### src/rtl/dense_pkg.sv
// dense_pkg
//   Shared definitions for the DENSE compute-mode sequencer:
//   - dense_state_t : sequencer state encoding
//   - COMP_*        : comp_sel encodings used by the top-level buffer/PE mux
//   - NL_*          : non-linearity type codes carried on nl_type
package dense_pkg;

  typedef enum logic [2:0] {
    ST_IDLE  = 3'd0,
    ST_CLR   = 3'd1,
    ST_READ  = 3'd2,
    ST_DRAIN = 3'd3,
    ST_WRITE = 3'd4,
    ST_NEXT  = 3'd5,
    ST_DONE  = 3'd6
  } dense_state_t;

  localparam logic [2:0] COMP_IDLE  = 3'b000;
  localparam logic [2:0] COMP_CONV  = 3'b001;
  localparam logic [2:0] COMP_DENSE = 3'b010;
  localparam logic [2:0] COMP_POOL  = 3'b011;

  localparam logic [1:0] NL_NONE    = 2'd0;
  localparam logic [1:0] NL_RELU    = 2'd1;
  localparam logic [1:0] NL_SIGMOID = 2'd2;
  localparam logic [1:0] NL_TANH    = 2'd3;

endpackage

### src/rtl/dense_delay_line.sv
// dense_delay_line
//   Shift register that delays a 1-bit strobe by DEPTH cycles. Used to turn
//   the buffer read strobe into the PE MAC enable so the enable lines up with
//   the data arriving from the buffer.
// Ports:
//   clk, rst_n : clock, asynchronous active-low reset
//   clear      : synchronous flush of every stage (used on abort)
//   din        : strobe in
//   dout       : strobe delayed by DEPTH cycles
module dense_delay_line #(
  parameter int DEPTH = 1
) (
  input  logic clk,
  input  logic rst_n,
  input  logic clear,
  input  logic din,
  output logic dout
);

  generate
    if (DEPTH == 0) begin : g_pass
      // Zero depth: combinational pass-through, still honouring the flush.
      assign dout = din & ~clear;
    end else begin : g_shift
      logic [DEPTH-1:0] stages;

      // Stage 0 takes the new strobe; the oldest stage drives the output.
      always_ff @(posedge clk or negedge rst_n) begin
        if (!rst_n) begin
          stages <= '0;
        end else if (clear) begin
          stages <= '0;
        end else begin
          stages <= (stages << 1) | DEPTH'(din);
        end
      end

      assign dout = stages[DEPTH-1];
    end
  endgenerate

endmodule

### src/rtl/dense_seq_ctrl.sv
// dense_seq_ctrl
//   Sequencer for the DENSE compute mode. For each of out_len output neurons
//   it clears the accumulator, streams in_len words from the source buffer
//   into the PE array, waits for the MAC pipeline to drain, then writes one
//   result word through the NL stage into the destination buffer.
//   Optional build macro: DENSE_SEQ_CTRL_PERF_EN adds cycle_cnt/stall_flag.
// Ports:
//   clk, rst_n            : clock, asynchronous active-low reset
//   start, abort          : start pulse (IDLE only), synchronous abort
//   src_sel               : 0 read buf1/write buf2, 1 read buf2/write buf1
//   in_len, out_len       : words per neuron, neuron count
//   in_base, out_base     : source / destination start addresses
//   nl_type_cfg           : non-linearity type
//   busy, done            : activity flag, one-cycle completion pulse
//   buf{1,2}_{r,w}_{en,addr} : M1 buffer port controls
//   mac_enable, line_buffer_reset, shifting_filter, nl_enable, nl_type :
//                           PE-array control bundle
//   aybz_azby_dense       : inverted src_sel latched at start
//   cycle_cnt, stall_flag : only with DENSE_SEQ_CTRL_PERF_EN
// RD_LAT + MAC_LAT must be at least 1.
module dense_seq_ctrl
  import dense_pkg::*;
#(
  parameter int ADDR_W  = 10,
  parameter int CNT_W   = 12,
  parameter int RD_LAT  = 1,
  parameter int MAC_LAT = 3
) (
  input  logic              clk,
  input  logic              rst_n,
  input  logic              start,
  input  logic              abort,
  input  logic              src_sel,
  input  logic [CNT_W-1:0]  in_len,
  input  logic [CNT_W-1:0]  out_len,
  input  logic [ADDR_W-1:0] in_base,
  input  logic [ADDR_W-1:0] out_base,
  input  logic [1:0]        nl_type_cfg,
  output logic              busy,
  output logic              done,
  output logic              buf1_r_en,
  output logic              buf1_w_en,
  output logic              buf2_r_en,
  output logic              buf2_w_en,
  output logic [ADDR_W-1:0] buf1_r_addr,
  output logic [ADDR_W-1:0] buf1_w_addr,
  output logic [ADDR_W-1:0] buf2_r_addr,
  output logic [ADDR_W-1:0] buf2_w_addr,
  output logic              mac_enable,
  output logic              line_buffer_reset,
  output logic              shifting_filter,
  output logic              nl_enable,
  output logic [1:0]        nl_type,
  output logic              aybz_azby_dense
`ifdef DENSE_SEQ_CTRL_PERF_EN
  ,
  output logic [31:0]       cycle_cnt,
  output logic              stall_flag
`endif
);

  localparam int DRAIN_LEN = RD_LAT + MAC_LAT;
  localparam int DRAIN_W   = (DRAIN_LEN > 1) ? $clog2(DRAIN_LEN) : 1;

  dense_state_t      state;
  logic [CNT_W-1:0]  in_len_q;
  logic [CNT_W-1:0]  out_len_q;
  logic [ADDR_W-1:0] in_base_q;
  logic [ADDR_W-1:0] out_base_q;
  logic              src_sel_q;
  logic [CNT_W-1:0]  rd_idx;
  logic [CNT_W-1:0]  nrn_idx;
  logic [DRAIN_W-1:0] drain_cnt;
  logic [ADDR_W-1:0] rd_addr_nxt;
  logic [ADDR_W-1:0] wr_addr_nxt;
  logic              rd_strobe;
  logic              start_ok;

  assign start_ok = (state == ST_IDLE) && start && !abort;

  // Address of the word presented on the next read cycle: the base when
  // entering READ from CLR, otherwise one past the current index. Sums wrap
  // modulo 2^ADDR_W.
  assign rd_addr_nxt = (state == ST_CLR) ? in_base_q
                                         : in_base_q + ADDR_W'(rd_idx + CNT_W'(1));
  assign wr_addr_nxt = out_base_q + ADDR_W'(nrn_idx);

  // Main sequencer. Outputs are registered together with the state so each
  // control line is valid exactly in the cycle its state is occupied; all
  // strobes and addresses default to 0 every cycle, which also keeps the
  // unselected buffer ports at 0 and makes abort drop every enable at once.
  always_ff @(posedge clk or negedge rst_n) begin
    if (!rst_n) begin
      state             <= ST_IDLE;
      in_len_q          <= '0;
      out_len_q         <= '0;
      in_base_q         <= '0;
      out_base_q        <= '0;
      src_sel_q         <= 1'b0;
      rd_idx            <= '0;
      nrn_idx           <= '0;
      drain_cnt         <= '0;
      busy              <= 1'b0;
      done              <= 1'b0;
      buf1_r_en         <= 1'b0;
      buf1_w_en         <= 1'b0;
      buf2_r_en         <= 1'b0;
      buf2_w_en         <= 1'b0;
      buf1_r_addr       <= '0;
      buf1_w_addr       <= '0;
      buf2_r_addr       <= '0;
      buf2_w_addr       <= '0;
      line_buffer_reset <= 1'b0;
      shifting_filter   <= 1'b0;
      nl_enable         <= 1'b0;
      nl_type           <= 2'd0;
      aybz_azby_dense   <= 1'b1;
    end else begin
      busy              <= 1'b0;
      done              <= 1'b0;
      buf1_r_en         <= 1'b0;
      buf1_w_en         <= 1'b0;
      buf2_r_en         <= 1'b0;
      buf2_w_en         <= 1'b0;
      buf1_r_addr       <= '0;
      buf1_w_addr       <= '0;
      buf2_r_addr       <= '0;
      buf2_w_addr       <= '0;
      line_buffer_reset <= 1'b0;
      shifting_filter   <= 1'b0;
      nl_enable         <= 1'b0;

      if (abort) begin
        state <= ST_IDLE;
      end else begin
        case (state)
          ST_IDLE: begin
            if (start) begin
              in_len_q        <= in_len;
              out_len_q       <= out_len;
              in_base_q       <= in_base;
              out_base_q      <= out_base;
              src_sel_q       <= src_sel;
              nl_type         <= nl_type_cfg;
              aybz_azby_dense <= ~src_sel;
              nrn_idx         <= '0;
              // An empty job skips straight to the completion pulse.
              if (in_len == '0 || out_len == '0) begin
                state <= ST_DONE;
                done  <= 1'b1;
              end else begin
                state             <= ST_CLR;
                busy              <= 1'b1;
                line_buffer_reset <= 1'b1;
              end
            end
          end

          ST_CLR: begin
            state       <= ST_READ;
            busy        <= 1'b1;
            rd_idx      <= '0;
            buf1_r_en   <= ~src_sel_q;
            buf2_r_en   <= src_sel_q;
            buf1_r_addr <= src_sel_q ? '0 : rd_addr_nxt;
            buf2_r_addr <= src_sel_q ? rd_addr_nxt : '0;
          end

          ST_READ: begin
            busy <= 1'b1;
            if (rd_idx == in_len_q - CNT_W'(1)) begin
              state     <= ST_DRAIN;
              drain_cnt <= '0;
            end else begin
              rd_idx      <= rd_idx + CNT_W'(1);
              buf1_r_en   <= ~src_sel_q;
              buf2_r_en   <= src_sel_q;
              buf1_r_addr <= src_sel_q ? '0 : rd_addr_nxt;
              buf2_r_addr <= src_sel_q ? rd_addr_nxt : '0;
            end
          end

          ST_DRAIN: begin
            busy <= 1'b1;
            if (drain_cnt == DRAIN_W'(DRAIN_LEN - 1)) begin
              state       <= ST_WRITE;
              nl_enable   <= 1'b1;
              buf1_w_en   <= src_sel_q;
              buf2_w_en   <= ~src_sel_q;
              buf1_w_addr <= src_sel_q ? wr_addr_nxt : '0;
              buf2_w_addr <= src_sel_q ? '0 : wr_addr_nxt;
            end else begin
              drain_cnt <= drain_cnt + DRAIN_W'(1);
            end
          end

          ST_WRITE: begin
            if (nrn_idx == out_len_q - CNT_W'(1)) begin
              state <= ST_DONE;
              done  <= 1'b1;
            end else begin
              state           <= ST_NEXT;
              busy            <= 1'b1;
              shifting_filter <= 1'b1;
            end
          end

          ST_NEXT: begin
            state             <= ST_CLR;
            busy              <= 1'b1;
            line_buffer_reset <= 1'b1;
            nrn_idx           <= nrn_idx + CNT_W'(1);
          end

          ST_DONE: begin
            state <= ST_IDLE;
          end

          default: begin
            state <= ST_IDLE;
          end
        endcase
      end
    end
  end

  // MAC enable is the read strobe shifted by the buffer read latency; abort
  // flushes it so the PE array stops in the same cycle as everything else.
  assign rd_strobe = buf1_r_en | buf2_r_en;

  dense_delay_line #(
    .DEPTH (RD_LAT)
  ) u_mac_delay (
    .clk   (clk),
    .rst_n (rst_n),
    .clear (abort),
    .din   (rd_strobe),
    .dout  (mac_enable)
  );

`ifdef DENSE_SEQ_CTRL_PERF_EN
  // Busy-cycle counter: restarts on an accepted start, saturates at all-ones
  // and simply holds once busy falls.
  always_ff @(posedge clk or negedge rst_n) begin
    if (!rst_n) begin
      cycle_cnt <= '0;
    end else if (start_ok) begin
      cycle_cnt <= '0;
    end else if (busy && (cycle_cnt != '1)) begin
      cycle_cnt <= cycle_cnt + 32'd1;
    end
  end

  assign stall_flag = 1'b0;
`else
  // Performance counter not built; start_ok only feeds that logic.
  logic unused_start_ok;
  assign unused_start_ok = start_ok;
`endif

endmodule
### config.mk
export PLATFORM = sky130hd
export DESIGN_NAME = dense_seq_ctrl
export DESIGN_NICKNAME = d
export VERILOG_FILES = /design/src/rtl/dense_pkg.sv /design/src/rtl/dense_delay_line.sv /design/src/rtl/dense_seq_ctrl.sv
export SDC_FILE = /design/constraint.sdc
export NUM_CORES = 1
export LEC_CHECK = 0
export CORE_UTILIZATION = 54
export DETAILED_ROUTE_END_ITERATION = 12
export GPL_TIMING_DRIVEN = 1
export PLACE_DENSITY = 0.89
export SKIP_LAST_GASP = 1
export SLEW_MARGIN = 20
export SYNTH_ARGS = -nofsm -noshare
export SYNTH_HDL_FRONTEND = slang
export SYNTH_SLANG_ARGS = --single-unit
### constraint.sdc
create_clock -name clk -period 4 [get_ports clk]
set_clock_uncertainty 0.2 [all_clocks]
set_input_delay 0.8 -clock clk [delete_from_list [all_inputs] [get_ports clk]]
set_output_delay 0.8 -clock clk [all_outputs]
set_load 0.02 [all_outputs]
==> results of run 1 <==
-- sequential cells by signal (all words and copies together), names as in the netlist, 2 cells and up --
signal,flops
buf1_w_addr,10
state,3
nl_type,2
nrn_idx,12
in_base_q,10
out_len_q,12
buf2_r_addr,10
buf2_w_addr,10
out_base_q,10
drain_cnt,2
rd_idx,12
in_len_q,12
buf1_r_addr,10
-- final cells by class --
class | count | area [um^2] | share of cell area [%]
multi-input cells | 538 | 3206 | 38.44
flip-flops and latches | 127 | 3179 | 38.12
repair buffers | 108 | 1079 | 12.93
clock buffers | 19 | 442.9 | 5.311
clock inverters | 13 | 186.4 | 2.236
well taps | 143 | 178.9 | 2.146
inverters | 18 | 67.56 | 0.8102
-- per-stage QoR --
stage | instance area [um^2] | total power, mW
2_1_floorplan | 6581 | 3.278
5_1_grt | 8339 | 5.873
3_3_place_gp | 7710 | 3.742
6_report | 8339 | 5.535
3_5_place_dp | 7710 | 3.852
4_1_cts | 8339 | 5.536
-- worst reg2reg max path: cells and delay by family, from the launching register on --
kind,cells,cell delay (ps)
fa+ha+maj,1,370
flops,1,450
compound gates,3,1460
buf+inv,1,100
simple gates,3,640
-- routing by layer --
layer  GRT usage, %  wire length, um  part of all wire, %
met2          48.57             8456                   52
met3          5.994              785                  4.9
met4          13.69              503                  3.1
met5              0                0                    0
met1          31.90             6433                   40
-- worst max path at each step --
stage	from	cells after the start	end	slack, ps
floorplan	rd_idx[2]	10	buf2_r_addr[9]	1150
global placement	in_len_q[0]	8	buf2_r_en	840
detailed placement	in_len_q[0]	8	buf2_r_addr[6]	700
CTS	in_len_q[0]	8	buf2_r_addr[9]	640
global route	in_len_q[2]	7	buf2_r_addr[6]	370
finish	in_len_q[0]	8	buf2_r_addr[6]	620
-- logic make-up after synthesis --
group	share of synthesized area, %
XOR/XNOR	8.251
buffers and inverters	3.156
adder cells (fa/ha/maj)	5.171
flip-flops	48.31
AND/OR/NAND/NOR	23.04
multiplexers	1.236
AO/OA/AOI/OAI	10.84
-- power groups by stage --
stage          sequential [mW]  clock (mW)  combinational (mW)
6_report                  1.96        1.63                1.94
5_1_grt                   2.00        1.71                2.17
4_1_cts                   1.95        1.65                1.94
3_5_place_dp              1.97           0                1.89
3_3_place_gp              1.94           0                1.80
2_1_floorplan             1.92           0                1.36
-- cells in the final DEF, fill, tap and decap left out, drive strengths merged, types with 5 or more instances in the layout --
| cell type | count |
|---|---|
| xnor2 | 35 |
| nor2 | 69 |
| mux2i | 7 |
| dfrtp | 126 |
| o211ai | 5 |
| nand4 | 9 |
| clkbuf | 19 |
| a22o | 10 |
| ha | 24 |
| nor3 | 15 |
| clkdlybuf4s50 | 102 |
| nor4 | 9 |
| a21o | 5 |
| xor2 | 27 |
| buf | 6 |
| o21bai | 5 |
| nor3b | 6 |
| nand2 | 171 |
| and3 | 9 |
| inv | 19 |
| o21ai | 29 |
| or3 | 8 |
| clkinv | 7 |
| a21oi | 27 |
| nand3 | 17 |
==> results_dict.tcl, run 1 <==
set metrics [dict create \
    status "finished, final reports clean" \
    max-vdd-ir-drop_uv 389.8 \
    numCtsBuffers 17 \
    cpMaxStageDelayCell "o211ai_1" \
    synth_cell_types 59 \
    drt_iter0_drc 505 \
    ys.flop_type "dfrtp_1" \
    die_width_um 112.4 \
    power_leakage_nw 3.899 \
    crit_fanout 14 \
    drive_gt1_share_pct 6.075 \
    cts_sinks 127 \
    syn_area_um2 6581 \
    htree_levels 4 \
    reg2reg_slack_ps 620 \
    placed_cells 934 \
    placementRows 39 \
    hp-class "in2async" \
    setup_viol 0 \
    grt_max_degree 89 \
    path_class "reg2reg" \
    max_freq_mhz 296.0 \
    synth_edf_count 0 \
    p_sw_mw 2.059 \
    area_delta_synth_final_pct 26.71 \
    route.detailed.drc 0 \
    fin_crit_sh_pct 84.45 \
    diodes 0 \
    final_nets 887 \
    core_um2 11660 \
    synthCells 715 \
    dr_total_vias 5588 \
    pwr-share-comb_pct 35.1 \
    track_usage_pct 27.58 \
    reg2reg_from "in_len_q[0]" \
    synth_area_leaders "dfrtp_1 (48%), nand2_1 (9.8%), xnor2_1 (4.7%)" \
    fin_hold_ws_ps 148.4 \
    ys_ff_latch 127 \
    max_cap_viol_count 0 \
    die_area_um2 12630 \
    yosysWarnings 0 \
    finalHoldViolCount 0 \
    fin_util_pct 71.51 \
    maxSlewHeadroom_pct 34.86 \
    async_reset_ff_share_pct 100.0 \
    power_density_nw_per_um2 663.7 \
    yosysSeqAreaShare_pct 48.31 \
    place_congestion 0.8581 \
    insertion_delay_ps 430 \
    r2r-end "buf2_r_addr[6]" \
    crit_family "compound AO/OA/AOI/OAI gates" \
    max_slew.worst_pin.slew_ps 972.8 \
    clock_path_buffers 2 \
    syn-num-nets 792 \
    worst-path-buf-inv 1 \
    start_util_pct 56.43 \
    drt_first_pass_iters 7 \
    grt_pass1_vias 5758 \
    io_pins 104 \
    p_seq_share_pct 35.4 \
    yosysTopAreaCell "dfrtp_1" \
    p_clk_share_pct 29.5 \
    ant_nets 0 \
    die_h_um 112.4 \
    antenna_found_initial 0 \
    dp_hpwl_um 10850 \
    p_sw_share_pct 37.19 \
    crit_path_cell_trace "inv_1 > ha_1 > nand2_1 > or4_4 > a2111oi_4 > a31oi_4 > o211ai_1 > nor2_1" \
    fillerInstances 822 \
    max_stage_delay_ps 820 \
    finalWorstSetupSlack_ps 621.9 \
    grt_pass1_wl_um 27250 \
    finalMaxSlewViolations 0 \
    setup_tns_ps 0 \
    syn_area_per_cell_um2 9.205 \
    cp-end-kind "register" \
    io_buffers 103 \
    ys_top_cells_by_count "nand2_1 (171), dfrtp_1 (126), nor2_1 (69)" \
    holdBufCountCts 0 \
    post_cts_buffers 0 \
    cts_tree "done" \
    clk_pin_slew_ps 60 \
    worst-r2r-cell-count 8 \
    wl_per_cell_um 16.75 \
    period_needed_ps 3378 \
    rsz0062_at_grt "no" \
    yosys.area.top_type_share_pct 47.91 \
    drt-total-wl_um 16180 \
    ctsRootBufferMaster "clkbuf_16" \
    worst_ep_required_time_ps 4060 \
    start_kind "register" \
    overflow 0 \
    vias_per_cell 5.785 \
    arrival_ps 3440 \
    synth.most_common_cell "nand2_1" \
    p_int_mw 3.476 \
    cts_resized 0 \
    final_cells 966 \
    pre_cts_ws_ps 703.9 \
]
(Power assumes the default switching activity.)
==> inputs of run 2 (changes only) <==
clock period = 3.32 ns   (was 4 ns; I/O delays follow)
==> results_dict.tcl, run 2 (synthesized netlist as in run 1, its figures left out) <==
set metrics [dict create \
    cts_sinks 127 \
    finalMaxSlewViolations 0 \
    hp-class "in2async" \
    insertion_delay_ps 420 \
    core_um2 11660 \
    start_kind "register" \
    max_cap_viol_count 0 \
    crit_fanout 5 \
    final_cell_mix "nand2_1 (171), dfrtp_1 (124), clkdlybuf4s50_1 (102)" \
    crit_path_cell_trace "ha_2 > nand4_1 > inv_1 > nand2_1 > xnor2_1 > ha_1 > and3_1 > a211oi_1 > xnor2_1 > or3_1 > a21oi_1" \
    finalWorstSetupSlack_ps 259.2 \
    power_density_nw_per_um2 780.9 \
    cp-end-kind "register" \
    max-vdd-ir-drop_uv 494.5 \
    area_delta_synth_final_pct 27.30 \
    total_power_mw 6.542 \
    r2r-end "buf1_r_addr[9]" \
    wl_per_cell_um 16.52 \
    multi_input_area_um2 3214 \
    placementRows 39 \
    drive_gt1_share_pct 7.238 \
    cpMaxStageDelayCell "dfrtp_2" \
    htree_levels 4 \
    die_width_um 112.4 \
    vias_per_cell 5.746 \
    cts_tree "done" \
    drt_first_pass_iters 5 \
    max_freq_mhz 326.7 \
    ant_nets 0 \
    die_area_um2 12630 \
    setup_viol 0 \
    start_util_pct 56.43 \
    maxSlewHeadroom_pct 49.28 \
    grt_pass1_vias 5696 \
    diodes 0 \
    dr_total_vias 5585 \
    antenna_found_initial 0 \
    power_leakage_nw 3.898 \
    overflow 0 \
    period_needed_ps 3061 \
    path_class "reg2reg" \
    route.detailed.drc 0 \
    crit_family "simple AND/OR/NAND/NOR gates" \
    dp_hpwl_um 11330 \
    fillerInstances 814 \
    io_buffers 103 \
    die_h_um 112.4 \
    max_slew.worst_pin.slew_ps 760.8 \
    worst_ep_required_time_ps 3460 \
    reg2reg_slack_ps 260 \
    io_pins 104 \
    fin_crit_sh_pct 92.19 \
    place_congestion 0.9003 \
    reg2reg_from "rd_idx[0]" \
    final_common_cell "nand2_1" \
    numCtsBuffers 17 \
    fin_hold_ws_ps 123.7 \
    rsz0062_at_grt "no" \
    regArea_um2 3182 \
    ctsRootBufferMaster "clkbuf_16" \
    worst-r2r-cell-count 11 \
    finalHoldViolCount 0 \
    grt_pass1_wl_um 27150 \
    placed_cells 940 \
    post_cts_buffers 0 \
    clk_pin_slew_ps 60 \
    clock_path_buffers 2 \
    setup_tns_ps 0 \
    arrival_ps 3200 \
    worst-path-buf-inv 1 \
    drt_iter0_drc 319 \
    status "finished, final reports clean" \
    drt-total-wl_um 16060 \
    crit_path_frequent_cell "xnor2_1" \
    pre_cts_ws_ps 228.8 \
    track_usage_pct 27.54 \
    final_cells 972 \
    final_nets 893 \
    grt_max_degree 60 \
    max_stage_delay_ps 420 \
]
[run 2: worst reg2reg max path: cells and delay by family, from the launching register on]
kind                     cells  cell delay (ps)
flip-flops                   1              420
XOR/XNOR                     2              410
AO/OA/AOI/OAI                2              460
buffers and inverters        1              110
AND/OR/NAND/NOR              4              790
adder cells (fa/ha/maj)      2              590
[run 2: how the worst max path moves through the flow]
stage | depth (start not counted) | slack (ps) | endpoint | start
2_1_floorplan | 10 | 470 | buf2_r_addr[9] | rd_idx[2]
3_3_place_gp | 11 | 370 | buf2_r_addr[9] | rd_idx[0]
3_5_place_dp | 11 | 230 | buf1_r_addr[9] | rd_idx[0]
4_1_cts | 11 | 200 | buf1_r_addr[9] | rd_idx[0]
5_1_grt | 11 | 6 | buf1_r_addr[9] | rd_idx[0]
6_report | 11 | 260 | buf1_r_addr[9] | rd_idx[0]
[run 2: cell type report]
type / instances / share of cell area, %
repair buffers: 114 / 13.71
multi-input cells: 538 / 38.37
clock inverters: 10 / 1.344
flip-flops and latches: 127 / 37.98
clock buffers: 22 / 5.660
inverters: 18 / 0.8065
well taps: 143 / 2.136
[run 2: report_power, final]
part	switching [mW]	total, mW	internal (mW)
combinational	1.34	2.36	1.02
sequential	0.435	2.36	1.93
clock	0.657	1.81	1.16
[run 2: what timing repair did]
| action | 4_1_cts | 5_1_grt |
|---|---|---|
| endpoints found under the setup margin | 0 | 8 |
| resized for setup | 0 | 5 |
| hold buffers | 0 | 0 |
| hold endpoints to repair | 0 | 0 |
[run 2: per-layer routing]
metal	track usage (%)	up-vias	wire length, um
met3	5.184	45	836
met1	32.21	2684	6266
met2	48.36	214	8467
met5	0	-	0
li1	-	2642	-
met4	14.40	0	492
[run 2: metrics by stage]
stage,area (um^2),utilization (%)
floorplan,6581,-
detailed placement,7780,66.71
global placement,7780,66.71
finish,8378,71.84
global route,8378,71.84
CTS,8367,71.74
==> inputs of run 3 (changes only) <==
RECOVER_POWER = 100   (was not set)
==> results_dict.tcl, run 3 (synthesized netlist as in run 1, its figures left out) <==
set metrics [dict create \
    wl_per_cell_um 16.52 \
    fin_crit_sh_pct 92.31 \
    power_density_nw_per_um2 779.4 \
    vias_per_cell 5.722 \
    drt_first_pass_iters 5 \
    route.detailed.drc 0 \
    area_delta_synth_final_pct 26.52 \
    start_util_pct 56.43 \
    numCtsBuffers 17 \
    cts_sinks 127 \
    path_class "reg2reg" \
    ant_nets 0 \
    place_congestion 0.9003 \
    cpMaxStageDelayCell "dfrtp_2" \
    drt-total-wl_um 16050 \
    die_width_um 112.4 \
    power_leakage_nw 4.057 \
    final_cell_mix "nand2_1 (171), dfrtp_1 (124), nor2_1 (69)" \
    htree_levels 4 \
    io_buffers 103 \
    max-vdd-ir-drop_uv 482.1 \
    post_cts_buffers 0 \
    insertion_delay_ps 420 \
    setup_viol 0 \
    clock_path_buffers 2 \
    io_pins 104 \
    max_freq_mhz 326.3 \
    final_nets 893 \
    start_kind "register" \
    max_slew.worst_pin.slew_ps 1430 \
    final_common_cell "nand2_1" \
    dp_hpwl_um 11330 \
    placed_cells 940 \
    period_needed_ps 3065 \
    crit_fanout 5 \
    drive_gt1_share_pct 6.876 \
    ctsRootBufferMaster "clkbuf_16" \
    diodes 0 \
    placementRows 39 \
    core_um2 11660 \
    finalHoldViolCount 0 \
    finalMaxSlewViolations 0 \
    hp-class "reg2reg" \
    grt_pass1_wl_um 27150 \
    cp-end-kind "register" \
    drt_iter0_drc 344 \
    placedInstanceArea_um2 7780 \
    maxSlewHeadroom_pct 4.671 \
    crit_path_frequent_cell "xnor2_1" \
    holdBufCountCts 0 \
    grt_pass1_vias 5696 \
    arrival_ps 3200 \
    fin_util_pct 71.40 \
    crit_path_cell_trace "ha_2 > nand4_1 > inv_1 > nand2_1 > xnor2_1 > ha_1 > and3_1 > a211oi_1 > xnor2_1 > or3_1 > a21oi_1" \
    cts_tree "done" \
    max_cap_viol_count 0 \
    overflow 0 \
    max_stage_delay_ps 420 \
    clk_pin_slew_ps 60 \
    status "finished, final reports clean" \
    setup_tns_ps 0 \
    grt_max_degree 60 \
    rsz0062_at_grt "no" \
    worst_ep_required_time_ps 3460 \
    final_area_um2 8327 \
    track_usage_pct 27.54 \
    cts_resized 0 \
    die_h_um 112.4 \
    die_area_um2 12630 \
    antenna_found_initial 0 \
    final_cells 972 \
    dr_total_vias 5562 \
]
run 3: cell count changes in the layout (fill, tap and decap cells not counted), moves of 2 or more:
cell	delta
clkdlybuf4s50_1	-55
dlygate4sd3_1	+55
buf_12	-2
clkbuf_2	+6
buf_4	-5
run 3: worst paths after layout:
kind                                 start             end  slack [ps]  depth (start not counted)
worst min register to register  nl_type[1]      nl_type[1]         290                          2
worst min-delay path            nl_type[1]      nl_type[1]         290                          2
worst max-delay path             rd_idx[0]  buf1_r_addr[9]         260                         11
worst max register to register   rd_idx[0]  buf1_r_addr[9]         260                         11
min in group asynchronous            rst_n  buf2_w_addr[9]         380                          1
max in group asynchronous            rst_n  buf2_r_addr[7]         970                          2
run 3: cell type report:
cell class | instances | area [um^2]
fill | 825 | 3336
multi-input combinational | 538 | 3207
sequential | 127 | 3182
timing repair buffer | 114 | 1105
clock buffer | 22 | 474.2
tap | 143 | 178.9
clock inverter | 10 | 112.6
inverter | 18 | 67.56
run 3: layer usage:
metal	wire length, um	track usage, %
met1	6310	32.21
met5	0	0
met2	8427	48.36
met4	503	14.40
met3	812	5.184
run 3: per-stage QoR:
step,hold WS [ps],setup WS [ps],power (mW)
after floorplan,168.4,466.5,3.949
after global placement,259.9,367.6,4.550
after detailed placement,271.3,228.8,4.674
after CTS,146.5,201.4,6.540
after global routing,313.8,5.092,6.908
final,287.6,255.4,6.490
run 3: critical path: cells and delay by family, from the launching register on:
kind	cells	cell delay, ps
and+or+nand+nor	4	790
AOI/OAI and AO/OA	2	460
DFF	1	420
buffers and inverters	1	110
adders and majority gates	2	590
xor gates and xnor gates	2	410
run 3: where the power goes:
part / total (mW) / leakage (nW) / switching (mW) / internal [mW]
Clock: 1.82 / 0.274 / 0.658 / 1.16
Combinational: 2.32 / 2.11 / 1.34 / 0.979
Sequential: 2.36 / 1.68 / 0.431 / 1.93
